[src/rtl/instr_fetch.sv]
// -----------------------------------------------------------------------------
// instr_fetch
//
// Instruction fetch stage sitting in front of the processor control FSM.
// Owns the program counter and the instruction register. It fetches words from
// a variable-latency instruction memory and keeps one prefetched word
// (the word at the current PC) in a single-entry buffer.
//
// The control FSM drives three strobes:
//   PC_clr  clear PC, drop any buffered or in-flight word
//   PC_up   advance PC
//   IR_ld   load IR with the word at the current PC
//
// Ports
//   Clk      in   1   clock, rising edge
//   Reset    in   1   asynchronous, active-high reset
//   PC_clr   in   1   clear PC to 0 (highest priority strobe)
//   PC_up    in   1   advance PC by 1 (mod 2^AW)
//   IR_ld    in   1   load IR with the instruction at PC
//   I_Addr   out  AW  instruction memory address, stable while I_rd=1
//   I_rd     out  1   read request level, held until I_ack
//   I_rdata  in   DW  read data, valid with I_ack
//   I_ack    in   1   one-cycle read completion
//   PC       out  AW  program counter
//   IR       out  DW  instruction register
//   IR_valid out  1   IR loaded since last reset / PC_clr
//   Busy     out  1   an IR_ld is waiting for its word
// -----------------------------------------------------------------------------
module instr_fetch #(
  parameter int AW = 8,
  parameter int DW = 16
) (
  input  logic          Clk,
  input  logic          Reset,
  input  logic          PC_clr,
  input  logic          PC_up,
  input  logic          IR_ld,
  output logic [AW-1:0] I_Addr,
  output logic          I_rd,
  input  logic [DW-1:0] I_rdata,
  input  logic          I_ack,
  output logic [AW-1:0] PC,
  output logic [DW-1:0] IR,
  output logic          IR_valid,
  output logic          Busy
);

  typedef enum logic [1:0] {
    ST_IDLE  = 2'd0,
    ST_REQ   = 2'd1,
    ST_FULL  = 2'd2,
    ST_DRAIN = 2'd3
  } state_t;

  localparam logic [AW-1:0] PC_ZERO = {AW{1'b0}};
  localparam logic [AW-1:0] PC_ONE  = {{(AW-1){1'b0}}, 1'b1};
  localparam logic [DW-1:0] IR_ZERO = {DW{1'b0}};

  state_t        r_state;
  logic [AW-1:0] r_pc;
  logic [DW-1:0] r_ir;
  logic          r_ir_valid;
  logic [DW-1:0] r_buf;
  logic          r_ld_pend;
  logic          r_up_pend;
  logic [AW-1:0] r_addr;
  logic          r_rd;

  state_t        w_state_n;
  logic [AW-1:0] w_pc_n;
  logic [DW-1:0] w_ir_n;
  logic          w_ir_valid_n;
  logic [DW-1:0] w_buf_n;
  logic          w_ld_pend_n;
  logic          w_up_pend_n;
  logic [AW-1:0] w_addr_n;
  logic          w_rd_n;
  logic          w_new_req;
  logic          w_ack;
  logic          w_load_req;

  // An ack only counts while a request is actually on the bus.
  assign w_ack = I_ack & r_rd;

  // A load that is pending, or requested this cycle, outside FULL.
  assign w_load_req = r_ld_pend | IR_ld;

  // Next-state, datapath and request decode.
  always_comb begin
    w_state_n    = r_state;
    w_pc_n       = r_pc;
    w_ir_n       = r_ir;
    w_ir_valid_n = r_ir_valid;
    w_buf_n      = r_buf;
    w_ld_pend_n  = r_ld_pend;
    w_up_pend_n  = r_up_pend;
    w_addr_n     = r_addr;
    w_new_req    = 1'b0;

    if (PC_clr) begin
      w_pc_n       = PC_ZERO;
      w_ld_pend_n  = 1'b0;
      w_up_pend_n  = 1'b0;
      w_ir_valid_n = 1'b0;
      case (r_state)
        ST_REQ, ST_DRAIN: begin
          // An ack landing with the clear already retired the old request,
          // so the new one can go out straight away.
          if (w_ack) begin
            w_state_n = ST_REQ;
            w_new_req = 1'b1;
          end else begin
            w_state_n = ST_DRAIN;
          end
        end
        default: begin
          w_state_n = ST_REQ;
          w_new_req = 1'b1;
        end
      endcase
    end else begin
      case (r_state)
        ST_IDLE: begin
          w_state_n = ST_REQ;
          w_new_req = 1'b1;
          if (IR_ld) begin
            w_ld_pend_n = 1'b1;
          end else begin
            w_ld_pend_n = r_ld_pend;
          end
          if (PC_up && w_load_req) begin
            w_up_pend_n = 1'b1;
          end else if (PC_up) begin
            w_pc_n = r_pc + PC_ONE;
          end else begin
            w_pc_n = r_pc;
          end
        end

        ST_REQ: begin
          if (w_ack) begin
            w_buf_n = I_rdata;
            if (w_load_req) begin
              w_ir_n       = I_rdata;
              w_ir_valid_n = 1'b1;
              w_ld_pend_n  = 1'b0;
            end else begin
              w_ld_pend_n  = r_ld_pend;
            end
            // A deferred or same-cycle increment moves on to the next word.
            if (r_up_pend || PC_up) begin
              w_pc_n      = r_pc + PC_ONE;
              w_up_pend_n = 1'b0;
              w_state_n   = ST_REQ;
              w_new_req   = 1'b1;
            end else begin
              w_state_n   = ST_FULL;
            end
          end else begin
            if (IR_ld) begin
              w_ld_pend_n = 1'b1;
            end else begin
              w_ld_pend_n = r_ld_pend;
            end
            if (PC_up && w_load_req) begin
              w_up_pend_n = 1'b1;
            end else if (PC_up) begin
              // Address already on the bus is now stale; drain it first.
              w_pc_n    = r_pc + PC_ONE;
              w_state_n = ST_DRAIN;
            end else begin
              w_state_n = ST_REQ;
            end
          end
        end

        ST_FULL: begin
          if (IR_ld) begin
            w_ir_n       = r_buf;
            w_ir_valid_n = 1'b1;
          end else begin
            w_ir_n       = r_ir;
          end
          if (PC_up) begin
            w_pc_n    = r_pc + PC_ONE;
            w_state_n = ST_REQ;
            w_new_req = 1'b1;
          end else begin
            w_state_n = ST_FULL;
          end
        end

        ST_DRAIN: begin
          if (IR_ld) begin
            w_ld_pend_n = 1'b1;
          end else begin
            w_ld_pend_n = r_ld_pend;
          end
          if (PC_up && w_load_req) begin
            w_up_pend_n = 1'b1;
          end else if (PC_up) begin
            w_pc_n = r_pc + PC_ONE;
          end else begin
            w_pc_n = r_pc;
          end
          // Stale data is dropped; re-issue at whatever PC is current then.
          if (w_ack) begin
            w_state_n = ST_REQ;
            w_new_req = 1'b1;
          end else begin
            w_state_n = ST_DRAIN;
          end
        end

        default: begin
          w_state_n = ST_IDLE;
        end
      endcase
    end

    // The address is latched only when a fresh request starts, so it is
    // stable for as long as I_rd stays high on that request.
    if (w_new_req) begin
      w_addr_n = w_pc_n;
    end else begin
      w_addr_n = r_addr;
    end

    w_rd_n = (w_state_n == ST_REQ) || (w_state_n == ST_DRAIN);
  end

  // State and datapath registers.
  always_ff @(posedge Clk or posedge Reset) begin
    if (Reset) begin
      r_state    <= ST_IDLE;
      r_pc       <= PC_ZERO;
      r_ir       <= IR_ZERO;
      r_ir_valid <= 1'b0;
      r_buf      <= IR_ZERO;
      r_ld_pend  <= 1'b0;
      r_up_pend  <= 1'b0;
      r_addr     <= PC_ZERO;
      r_rd       <= 1'b0;
    end else begin
      r_state    <= w_state_n;
      r_pc       <= w_pc_n;
      r_ir       <= w_ir_n;
      r_ir_valid <= w_ir_valid_n;
      r_buf      <= w_buf_n;
      r_ld_pend  <= w_ld_pend_n;
      r_up_pend  <= w_up_pend_n;
      r_addr     <= w_addr_n;
      r_rd       <= w_rd_n;
    end
  end

  assign I_Addr   = r_addr;
  assign I_rd     = r_rd;
  assign PC       = r_pc;
  assign IR       = r_ir;
  assign IR_valid = r_ir_valid;
  assign Busy     = r_ld_pend;

endmodule

[config.mk]
export PLATFORM = sky130hd
export DESIGN_NAME = instr_fetch
export DESIGN_NICKNAME = d
export VERILOG_FILES = /design/src/rtl/instr_fetch.sv
export SDC_FILE = /design/constraint.sdc
export NUM_CORES = 1
export LEC_CHECK = 0
export BUFFER_PORTS_ARGS = -buffer_cell sky130_fd_sc_hd__buf_2
export CAP_MARGIN = 10
export CORE_ASPECT_RATIO = 0.75
export CORE_UTILIZATION = 50
export CTS_BUF_LIST = sky130_fd_sc_hd__clkbuf_8 sky130_fd_sc_hd__clkbuf_16
export DETAILED_ROUTE_END_ITERATION = 10
export PLACE_DENSITY = 0.73
export SLEW_MARGIN = 30
export SYNTH_ARGS = -nofsm -noshare
export SYNTH_HDL_FRONTEND = slang
export SYNTH_SLANG_ARGS = --single-unit
[constraint.sdc]
create_clock -name Clk -period 5.4 [get_ports Clk]
set_input_delay 1.35 -clock Clk [delete_from_list [all_inputs] [get_ports Clk]]
set_output_delay 1.35 -clock Clk [all_outputs]
set_load 0.03 [all_outputs]
==> results.md <==
| Stage | Metric | Reported |
| --- | --- | --- |
| timing | Setup tns final | 0 ns |
| finish | Top library cells by usage in the layout, fill and taps aside | buf_2 (56), dfrtp_1 (53), nor2_1 (29) |
| clock network | Post-CTS Repair Setup Buffers | 0 |
| finish | Total number of nets in the final design | 359 |
| finish | Count of filler cells inserted in the layout | 474 |
| timing | Slew Viols, Final | 0 |
| run | Max Cap Viol | 0 |
| worst setup path | Terminus of the critical flop-to-flop path | I_Addr[2] |
| power and ir drop | Internal cell power | 1.02 mW |
| die | Horiz. Die Dim | 90.4 um |
| global route | Layer with the highest usage | met2 |
| yosys | Summed instance area of the synthesized netlist | 2930 um2 |
| power and ir drop | Fraction of power consumed by combinational cells | 0.485 |
| timing | Setup-violating endpoint count in the final report | 0 |
| power and ir drop | Static leakage | 1.49 nW |
| routing | Number of remaining DRC errors | 0 |
| clock network | Post-CTS resize count | 0 |
| place | Placer Congestion | 0.954 |
| global route | Global route total overflow | 0 |
| yosys | Proportion of register bits with asynchronous set or reset after synthesis | 1.00 |
| clock network | Clock-pin transition on the worst setup and hold timing paths | 0.09 ns |
| place | Number of port buffers | 56 |
| timing | Tightest Pin Transition | 0.866 ns |
| routing | Vias after detailed routing | 2,407 |
| finish | Layout overhead on the synthesized area | 12.4% |
| place | Number of cells after detailed placement | 400 |
| timing | Relative slew slack | 0.423 |
| clock network | Count of clock tree sinks | 53 |
| power and ir drop | Clock network power share | 0.142 |
| yosys | Post-synthesis cell type count | 59 |
| routing | Vias/cell | 5.90 |
| global route | Largest net degree at the start of global routing | 54 |
| timing | Min cycle time layout | 2.78 ns |
| yosys | Net Count, Synth | 313 |
| timing | Unrepaired setup endpoints after global routing | no |
| worst setup path | Required arrival time at the worst endpoint | 5.59 ns |
| worst setup path | Peak fanout along the critical path | 20 |
| finish | Most frequent standard cell in the layout excluding fill and tap cells | buf_2 |
| clock network | Insertion delay of the later-clocked pin in the worst-skew pair | 0.30 ns |
| global route | Met1 routing resource usage after global routing | 0.299 |
| timing | Post-route clock period utilization | 0.516 |
| worst setup path | Startpoint of the worst-slack reg-to-reg timing path | I_rd |
| timing | Final setup skew | 0.00781 ns |
| timing | Highest clock rate | 359 MHz |
| routing | DRT iter0 DRCs | 211 |
| worst setup path | Launching instance or port of the critical path | PC_clr |
| die | Starting density of the core | 0.533 |
| worst setup path | Register-to-Register Setup Slack | 2.64 ns |
| yosys | Number of warnings printed during yosys synthesis | 0 |
| finish | Non-filler instance count after layout | 408 |
| power and ir drop | Max IR drop VDD | 0.273 mV |
| timing | Minimum hold slack | 0.487 ns |
| power and ir drop | Pwr dens | 562 nW/um2 |
| clock network | Count of hold buffers inserted by post-cts repair | 0 |
| die | Number of I/O pins | 57 |
| global route | Number of antenna violations at the first check in global routing | 0 |
| global route | Global-route wire length before repair | 10,700 um |
| finish | Diode insertion count for antenna repair | 0 |
| min path | Startpoint of the lowest-slack hold path | I_Addr[4] |
| clock network | Clock tree from TritonCTS | yes |
| run status | Run status | complete, no violations |
| clock network | CTS Buffer Depth | 2 |
| power and ir drop | Proportion of power drawn by flip-flops and latches | 0.373 |
| worst setup path | Kind of end point of the critical path | register |
| routing | Routed WL | 6620 um |
| finish | Share of post-route cells with drive strength above 1 | 0.291 |
| clock network | Number of buffers added by the clock tree synthesis step | 5 |
| global route | Number of global-route vias before repair | 2,174 |
| routing | Routed wire per std cell | 16.2 um |
| global route | Global Route met3 Usage | 0.0622 |
| power and ir drop | Net switching fraction of the power | 0.446 |
| die | Core box area | 5500 um2 |
| yosys | Number of enable-type register cells in the synthesized netlist | 0 |
| power and ir drop | Total net switching power | 0.825 mW |
| routing | First-pass iteration count of the detailed router | 5 |
| die | Area of the die | 6170 um2 |
| worst setup path | Worst Path Class, Setup | in -> reg |
| worst setup path | Reg2Reg Depth | 5 |
| clock network | Clock H-tree levels | 2 |
| place | Post-DP HPWL | 4680 um |
| worst setup path | Arrival time of the worst setup path | 2.98 ns |
| timing | Hold Vio Cnt, Final | 0 |
| die | Y dimension of the die | 68.3 um |
| global route | GRT Util Overall | 0.222 |
| min path | Worst Hold End | I_Addr[4] |
| min path | Worst hold-check path type | reg -> reg |
| yosys | Synthesized area per cell | 10.2 um2 |
| worst setup path | Startpoint types | input pin |
| die | Std-Cell Rows | 23 |
| min path | Worst Hold Depth | 2 |
| yosys | Sequential element share of the synthesized area | 0.453 |
| yosys | Number of synthesized register bits | 53 |
| yosys | Top FF cell, synth | dfrtp_1 |
| yosys | Gate count of the mapped netlist | 286 |
| clock network | Master cell of the clock root buffer | clkbuf_8 |
| routing | Number of nets with antenna violations after detailed routing | 0 |
| global route | GRT met2 Usage | 0.361 |
## through the flow
stage	worst slack, ns	util	total power, mW	cell area (um2)
after floorplan	2.64	-	1.37	2930
after global placement	2.38	0.578	1.56	3180
after detailed placement	2.32	0.578	1.59	3180
after CTS	2.64	0.599	1.85	3290
after global routing	2.38	0.599	1.97	3290
final	2.62	0.599	1.85	3290
## power groups by stage
stage / registers [mW] / clock network [mW] / logic [mW]
global route: 0.714 / 0.284 / 0.974
finish: 0.690 / 0.263 / 0.897
floorplan: 0.851 / 0 / 0.518
CTS: 0.688 / 0.268 / 0.894
detailed placement: 0.696 / 0 / 0.890
global placement: 0.689 / 0 / 0.868
## cells in the mapped netlist, types with 3 or more instances
master | n | area [um2]
a211oi_1 | 4 | 30.0
a21oi_1 | 23 | 115
a31oi_1 | 5 | 31.3
and3_1 | 3 | 18.8
buf_2 | 9 | 45.0
clkbuf_1 | 4 | 15.0
dfrtp_1 | 53 | 1330
ha_1 | 5 | 62.6
inv_1 | 8 | 30.0
mux2_2 | 19 | 214
mux2i_1 | 17 | 170
nand2_1 | 19 | 71.3
nand2b_1 | 4 | 25.0
nor2_1 | 29 | 109
nor3_1 | 5 | 25.0
o21a_1 | 3 | 22.5
o21ai_0 | 13 | 65.1
or2_2 | 3 | 18.8
xnor2_1 | 3 | 26.3
xor2_1 | 4 | 35.0
## kinds of logic after synthesis
group,synth area share
xor gates and xnor gates,0.0209
adders and majority gates,0.0214
and+or+nand+nor,0.126
AOI/OAI and AO/OA,0.188
muxes,0.131
DFF,0.453
buffers and inverters,0.0598
## worst max path at each step
stage                           end  slack (ns)  depth (start not counted)
after floorplan           I_Addr[5]        2.64                          7
after global placement    I_Addr[2]        2.38                          4
after detailed placement  I_Addr[2]        2.32                          4
after CTS                 I_Addr[2]        2.64                          4
after global routing      I_Addr[2]        2.38                          5
final                     I_Addr[2]        2.62                          4
## layer usage
metal	routed length [um]	vias to the layer above
li1	-	1127
met1	3090	1168
met2	2980	104
met3	487	8
met4	63	0
met5	0	-
## worst max-delay path, cell delays in order
cell and delay, ns:
buf_2 0.34, nand2b_1 0.74, o211ai_1 0.23, mux2_2 0.30
## area by class of cell
type                       count  area (um2)  area share
sequential                    53        1330       0.403
timing repair buffer          59         303      0.0920
clock buffer                   5        68.8      0.0209
clock inverter                 3        42.5      0.0129
tap                           75        93.8      0.0285
inverter                       8        30.0     0.00913
multi-input combinational    205        1430       0.433
## flip-flops by register name (all words and copies together), names as in the netlist
register and flops:
Busy 1, IR 16, IR_valid 1, I_Addr 8, I_rd 1, PC 8
r_buf 16, r_state 1, r_up_pend 1
Power figures use the tool's default switching activity.
